<file path="src/rtl/uart_frame_parser.sv">
// Hunts for AA 55 CMD LEN PAYLOAD SUM frames in a UART byte stream; releases only checksum-clean
// frames as a command strobe plus a tlast-delimited payload packet. Error counters: UART_FRAME_PARSER_STAT_EN.
module uart_frame_parser #(
  parameter int unsigned MAX_LEN        = 32,
  parameter int unsigned TIMEOUT_CYCLES = 50000,
  parameter logic [7:0]  HDR0           = 8'hAA,
  parameter logic [7:0]  HDR1           = 8'h55
) (
  input  logic        clk,
  input  logic        rst,
  input  logic        i_tvalid,
  output logic        i_tready,
  input  logic [7:0]  i_tdata,
  output logic        o_cmd_valid,
  output logic [7:0]  o_cmd,
  output logic [7:0]  o_len,
  output logic        o_tvalid,
  input  logic        o_tready,
  output logic [7:0]  o_tdata,
  output logic        o_tlast,
  output logic [15:0] o_err_sum,
  output logic [15:0] o_err_len,
  output logic [15:0] o_err_tmo
);

  localparam int unsigned IW = (MAX_LEN > 1) ? $clog2(MAX_LEN) : 1;
  localparam int unsigned TW = $clog2(TIMEOUT_CYCLES + 1);

  typedef enum logic [2:0] {
    StHdr0, StHdr1, StCmd, StLen, StData, StSum, StEmit, StOut
  } state_t;

  state_t          r_state;
  logic [7:0]      r_cmd;
  logic [7:0]      r_len;
  logic [7:0]      r_sum;
  logic [IW-1:0]   r_idx;
  logic [TW-1:0]   r_timer;
  logic [7:0]      r_buf [MAX_LEN];
  logic            r_cmd_valid;
  logic [7:0]      r_cmd_out;
  logic [7:0]      r_len_out;
  logic            r_tvalid;
  logic [7:0]      r_tdata;
  logic            r_tlast;

  logic            w_in_ready;
  logic            w_acc;
  logic            w_idx_last;
  logic            w_tmo;

  assign w_in_ready = (r_state != StEmit) && (r_state != StOut);
  assign w_acc      = i_tvalid && w_in_ready;
  assign w_idx_last = (8'(r_idx) == r_len - 8'd1);
  assign w_tmo      = (r_timer == TW'(TIMEOUT_CYCLES - 1));

`ifdef UART_FRAME_PARSER_STAT_EN
  logic [15:0] r_err_sum;
  logic [15:0] r_err_len;
  logic [15:0] r_err_tmo;

  function automatic logic [15:0] sat_inc(input logic [15:0] v);
    return (v == 16'hFFFF) ? v : v + 16'd1;
  endfunction

  assign o_err_sum = r_err_sum;
  assign o_err_len = r_err_len;
  assign o_err_tmo = r_err_tmo;
`else
  assign o_err_sum = 16'd0;
  assign o_err_len = 16'd0;
  assign o_err_tmo = 16'd0;
`endif

  // Payload store has no reset: contents are only read after being written for the current frame.
  always_ff @(posedge clk) begin
    if (w_acc && (r_state == StData)) r_buf[r_idx] <= i_tdata;
  end

  always_ff @(posedge clk or posedge rst) begin
    if (rst) begin
      r_state     <= StHdr0;
      r_cmd       <= '0;
      r_len       <= '0;
      r_sum       <= '0;
      r_idx       <= '0;
      r_timer     <= '0;
      r_cmd_valid <= 1'b0;
      r_cmd_out   <= '0;
      r_len_out   <= '0;
      r_tvalid    <= 1'b0;
      r_tdata     <= '0;
      r_tlast     <= 1'b0;
`ifdef UART_FRAME_PARSER_STAT_EN
      r_err_sum   <= '0;
      r_err_len   <= '0;
      r_err_tmo   <= '0;
`endif
    end else begin
      r_cmd_valid <= 1'b0;
      case (r_state)
        StEmit: begin
          if (r_len == 8'd0) begin
            r_state <= StHdr0;
          end else begin
            r_state  <= StOut;
            r_tvalid <= 1'b1;
            r_tdata  <= r_buf[0];
            r_tlast  <= (r_len == 8'd1);
            r_idx    <= IW'(1);
          end
        end
        StOut: begin
          if (o_tready) begin
            if (r_tlast) begin
              r_state  <= StHdr0;
              r_tvalid <= 1'b0;
              r_tlast  <= 1'b0;
            end else begin
              r_tdata <= r_buf[r_idx];
              r_tlast <= (8'(r_idx) == r_len - 8'd1);
              r_idx   <= r_idx + 1'b1;
            end
          end
        end
        default: begin
          // An accepted byte always wins over a timeout in the same cycle.
          if (w_acc) begin
            r_timer <= '0;
            case (r_state)
              StHdr0: if (i_tdata == HDR0) r_state <= StHdr1;
              StHdr1: begin
                if (i_tdata == HDR1)      r_state <= StCmd;
                else if (i_tdata != HDR0) r_state <= StHdr0;
              end
              StCmd: begin
                r_cmd   <= i_tdata;
                r_sum   <= i_tdata;
                r_state <= StLen;
              end
              StLen: begin
                r_len <= i_tdata;
                r_sum <= r_sum + i_tdata;
                r_idx <= '0;
                if (i_tdata > 8'(MAX_LEN)) begin
                  r_state <= StHdr0;
`ifdef UART_FRAME_PARSER_STAT_EN
                  r_err_len <= sat_inc(r_err_len);
`endif
                end else if (i_tdata == 8'd0) begin
                  r_state <= StSum;
                end else begin
                  r_state <= StData;
                end
              end
              StData: begin
                r_sum <= r_sum + i_tdata;
                if (w_idx_last) r_state <= StSum;
                else            r_idx   <= r_idx + 1'b1;
              end
              StSum: begin
                if (i_tdata == r_sum) begin
                  r_state     <= StEmit;
                  r_cmd_valid <= 1'b1;
                  r_cmd_out   <= r_cmd;
                  r_len_out   <= r_len;
                end else begin
                  r_state <= StHdr0;
`ifdef UART_FRAME_PARSER_STAT_EN
                  r_err_sum <= sat_inc(r_err_sum);
`endif
                end
              end
              default: ;
            endcase
          end else if (r_state != StHdr0) begin
            if (w_tmo) begin
              r_state <= StHdr0;
              r_timer <= '0;
`ifdef UART_FRAME_PARSER_STAT_EN
              r_err_tmo <= sat_inc(r_err_tmo);
`endif
            end else begin
              r_timer <= r_timer + 1'b1;
            end
          end
        end
      endcase
    end
  end

  assign i_tready    = w_in_ready;
  assign o_cmd_valid = r_cmd_valid;
  assign o_cmd       = r_cmd_out;
  assign o_len       = r_len_out;
  assign o_tvalid    = r_tvalid;
  assign o_tdata     = r_tdata;
  assign o_tlast     = r_tlast;

endmodule

</file>
<file path="config.mk">
export PLATFORM = sky130hd
export DESIGN_NAME = uart_frame_parser
export DESIGN_NICKNAME = d
export VERILOG_FILES = /design/src/rtl/uart_frame_parser.sv
export SDC_FILE = /design/constraint.sdc
export NUM_CORES = 1
export LEC_CHECK = 0
export ABC_AREA = 1
export CAP_MARGIN = 25
export CORE_MARGIN = 5
export CORE_UTILIZATION = 55
export CTS_CLUSTER_SIZE = 40
export DETAILED_ROUTE_END_ITERATION = 8
export HOLD_SLACK_MARGIN = 0.02
export PLACE_DENSITY_LB_ADDON = 0.25
export SYNTH_ARGS = -nofsm -noshare
export SYNTH_HDL_FRONTEND = slang
export SYNTH_SLANG_ARGS = --single-unit
</file>
<file path="constraint.sdc">
create_clock -name clk -period 3.1 [get_ports clk]
set_input_delay 0.62 -clock clk [delete_from_list [all_inputs] [get_ports clk]]
set_output_delay 0.62 -clock clk [all_outputs]
set_load 0.05 [all_outputs]
</file>
# Word level (Yosys, flattened, before mapping)
# Memory sizes are Yosys's and may differ from the RTL's.
# Index checks and enable logic that the tools add are counted.
op_classes:
  n_addsub: 4
  order_cmp: 1
  n_mux: 44
  eq_ne: 25
  n_reduce_logical: 26
  bitwise: 1
ops:
  columns: ["cell", "n"]
  rows:
  - ["$mux W16", 3]
  - ["$mux W3", 12]
  - ["$pmux W8 S2", 2]
  - ["$mux W5", 5]
  - ["$mux W8", 3]
  - ["$pmux W5 S2", 2]
  - ["$pmux W3 S6", 1]
  - ["$add A16 B1 Y16 const B", 1]
  - ["$eq A16 B16 Y1 const B", 1]
  - ["$logic_not A8 Y1", 2]
  - ["$mux W1", 13]
  - ["$eq A3 B3 Y1 const B", 4]
  - ["$reduce_and A3 Y1", 4]
  - ["$reduce_and A4 Y1", 3]
  - ["$reduce_bool A4 Y1", 3]
  - ["$ne A9 B1 Y1 const B", 1]
  - ["$add A8 B8 Y8", 1]
  - ["$eq A5 B8 Y1", 1]
  - ["$eq A8 B1 Y1 const B", 1]
  - ["$eq A8 B7 Y1 const B", 1]
  - ["$eq A8 B8 Y1", 1]
  - ["$eq A8 B8 Y1 const B", 1]
  - ["$gt A8 B6 Y1 const B", 1]
  - ["$ne A2 B2 Y1 const B", 4]
  - ["other kinds (21)", 30]
word_totals:
  word_cells: 114
  reg_bits: 75
  in_bits: 12
  ram_bits: 256
  n_memories: 1
  out_inout_bits: 76
mem_list:
  columns: ["memory", "depth", "width", "read_ports", "rd_clocked_by_memory_dff", "wr", "line_no", "text"]
  rows:
  - ["r_buf", 32, 8, 2, 0, 1, "39", "logic [7:0] r_buf [MAX_LEN];"]

# Logic depth before layout (Yosys ltp)
# Gate-level depths: netlist of run 1.
logic_depth:
  ltp_word: 6
  mapped_depth: 14
  mapped_depth_nobuf: 14

# Worst setup path before layout of run 1
# OpenSTA, ideal clock, no wires.
synth_path:
  kind: "register to register"
  startpoint: "reg r_idx[0]"
  endpoint: "mem r_buf[0][0], enable pin"
  required_ns: 2.730
  setup_slack_ns: 1.061
  period_less_slack_ns: 2.039
  path_stages_with_launch: 7
  t_arrival_ns: 1.669
  path_cell_list: "dfrtp_1 inv_2 buf_4 clkbuf_1 ha_1 nand2_1 nor2_1"
synth_lines:
  columns: ["element", "line_no", "text"]
  rows:
  - ["start, declared", "37", "logic [IW-1:0] r_idx;"]
  - ["start signal, assigned", "122", "r_idx <= r_idx + 1'b1;"]
  - ["start signal, assigned", "159", "else r_idx <= r_idx + 1'b1;"]
  - ["end, declared", "39", null]
# No word-level cell before the write port.

# Worst setup path in the final report of run 1
layout_path:
  startpoint: "reg r_state[1]"
  endpoint: "out i_tready"
layout_via:
  elab_chain_len: 2
layout_lines:
  columns: ["element", "line_no", "text"]
  rows:
  - ["start, declared", "33", "state_t r_state;"]
  - ["start signal, assigned", "82", "r_state <= StHdr0;"]
  - ["start signal, assigned", "104", "r_state <= StHdr0;"]
  - ["start signal, assigned", "106", "r_state <= StOut;"]
  - ["$ne A3 B3 Y1", "52", "assign w_in_ready = (r_state != StEmit) && (r_state != StOut);"]
  - ["$logic_and A1 B1 Y1 *", "52", null]
  - ["end, declared", "12", "output logic i_tready,"]
# Every way passes the cells marked *; elsewhere a longest branch is shown, timed or not.

==> metrics.txt, run 1 <==
GPL Wtd Cong=0.921; Startpoint Class=flop; worst hold path class=reg2reg; Post-Synth Adder-Cell Area=1.35%; clock power share=34.0%; post-layout util=62.8%; diode count=0; via count=11.0k; Skew-Pair Late Insertion Delay=510 ps; RSZ-0062 raised after global routing=false; area fraction in and, or, nand and nor cells after synthesis=21.1%; Post-route DRC=0; mean area per synthesized cell=9.83 sq um; initial antenna violation count=0; max layer used=met4; Starting Density=55.6%; worst path required time=2480 ps; leakage=6.98 nW; chip height=177 microns; status=finished clean; combinational fraction of design power=23.0%; via/cell ratio=5.36; Initial DRC Count=1,172; WS Path Type=reg2out; fraction of layout cells with a size suffix above 1=9.67%; Switch Pwr=0.00394 W; WL final=36.5 mm; CTS root buf=clkbuf_16; largest family of logic cells by synthesized area=simple AND/OR/NAND/NOR gates; post-route ant nets=0; Die W=177 microns; Gate Count Post-Synth=1,566; Die Area=31,400 sq um; IO buf count=39; peak supply drop=0.000340 V; Setup WS post-layout=108 ps; routed length on met3=2.40 mm; WL per Instance=17.8 microns; row count=61; total power=0.0123 W; largest net degree at the start of global routing=99; Fin. Hold Viols=0; number of synthesized flops with an enable pin=256; Compound-Gate Fraction of Synth Area=8.25%; pre-CTS setup slack=296 ps; synth-to-layout area growth=12.9%; critical path endpoint category=output pin; relative slew slack=49.4%; Yosys reg bits=331; TritonCTS buffer count=36; clk_skew=15.0 ps; P_int=0.00839 W; Core Region=27,700 sq um; number of nets in the layout=1,666; Worst Tran Pin Value=756 ps; leading cell type in the layout, fill and taps excluded=nand2_1; max capacitance violation total=0; PwrDens=709 nW/um^2; Setup Viol. Count Final=0; met2 WL=18.0 mm; Switching Share=31.9%; met1 WL=14.9 mm; Sequential Power Share=43.0%; FMAX=334 MHz; All-Layer GR Usage=23.5%; post-synth cell types=50; clock buffer depth=3; Post-Syn Area=15,400 sq um; io pins=88; top_reg_cell synth=edfxtp_1; first-pass GRT wire length=58.0 mm; setup tns final=0 ps; total gr overflow=0; first-pass iteration count of the detailed router=6; post-synthesis mux area share=0%; CTS tree=done; Synth async-reset ratio=22.7%; sequential share of the synthesized area=62.1%; CTS Hold Bufs=0; number of global-route vias before repair=10.7k; Period minus WS final=2990 ps; crit-path max FO=24; TritonCTS Sinks=331; Post-Synth XOR/XNOR Area=0.455%; crit share post-route=96.5%; crit path DAT=2370 ps; clk slew on worst S/H paths=60 ps; Ys Warns=0; commonest non-fill, non-tap cells in the layout=365 x nand2_1, 284 x nor2_1, 256 x edfxtp_1; max-slew violations=0; H-tree level count=2; dpl hpwl=23.6 mm
==> Yosys cell counts (14+ instances only) <==
cell,count,area [sq um]
a21oi_1,40,200
buf_2,24,120
buf_4,55,413
clkbuf_1,19,71.3
dfrtp_1,75,1880
edfxtp_1,256,7690
ha_1,15,188
inv_1,84,315
nand2_1,365,1370
nand3_1,63,315
nor2_1,284,1070
nor3_1,15,75.1
o21ai_0,150,751
o21ai_1,14,70.1
==> worst max-delay path: stages, from the launching register on <==
cell,delay (ps)
dfrtp_1,460
nand2_2,110
inv_2,70
nand2_8,190
nand2_8,110
inv_2,110
clkdlybuf4s50_1,810
==> power groups by stage <==
stage                     clock, W  sequential [W]  combinational, W
after floorplan                  0         0.00552           0.00196
after global placement           0         0.00538           0.00276
after detailed placement         0         0.00539           0.00281
after CTS                  0.00426         0.00530           0.00284
after global routing       0.00447         0.00534           0.00316
final                      0.00420         0.00531           0.00283
==> final timing paths <==
check,end,slack (ps),depth (start not counted),from
worst max-delay path,i_tready,110,6,r_state[1]
worst min-delay path,o_cmd[1],480,2,o_cmd[1]
worst max register to register,r_buf[0][4],620,6,r_state[0]
worst min register to register,o_cmd[1],480,2,o_cmd[1]
max in group asynchronous,r_state[2],2210,3,rst
min in group asynchronous,r_timer[1],500,3,rst
==> layout make-up <==
class / instances / area [sq um]
multi-input combinational: 1082 / 4980
clock buffer: 48 / 997
inverter: 95 / 359
sequential: 331 / 9570
tap: 378 / 473
fill: 2209 / 10300
timing repair buffer: 92 / 838
clock inverter: 17 / 164
==> logic make-up (layout without fill, tap and decap cells) <==
kind of cell | Yosys count | count (layout)
xor gates and xnor gates | 8 | 8
AOI/OAI and AO/OA | 234 | 234
other | 1 | 48
and+or+nand+nor | 776 | 776
DFF | 331 | 331
adders and majority gates | 16 | 16
buffers and inverters | 200 | 252
==> metal layers <==
metal / GRT usage, % / up-vias
li1: - / 5293
met1: 31.8 / 5193
met2: 39.8 / 391
met3: 3.09 / 82
met4: 7.61 / 0
met5: 0 / -
==> stage by stage <==
step,instance area [sq um],hold WS [ps],cells
2_1_floorplan,15600,449,1613
3_3_place_gp,16200,465,1978
3_5_place_dp,16200,463,1978
4_1_cts,17400,478,2043
5_1_grt,17400,496,2043
6_report,17400,476,2043
==> timing repair <==
item                       CTS  global route
buffers inserted             0             0
setup endpoints to repair    0             1
resized for setup            0             1
hold endpoints to repair     0             0
==> registers in the layout, indices dropped and copies added (netlist names), 3 cells and up <==
signal and cells:
o_cmd 8, o_len 8, o_tdata 8, r_buf 256, r_cmd 8, r_idx 5, r_len 8, r_state 3
r_sum 8, r_timer 16
Power figures use the tool's default switching activity.
==> run 2: changes to the inputs <==
--- a/config.mk
+++ b/config.mk
@@ -13,6 +13,7 @@
 export DETAILED_ROUTE_END_ITERATION = 8
 export HOLD_SLACK_MARGIN = 0.02
 export PLACE_DENSITY_LB_ADDON = 0.25
+export SKIP_CTS_REPAIR_TIMING = 1
 export SYNTH_ARGS = -nofsm -noshare
 export SYNTH_HDL_FRONTEND = slang
 export SYNTH_SLANG_ARGS = --single-unit
==> results of run 2 <==
Same layout as run 1: the final DEF is identical, and so are final timing and power.
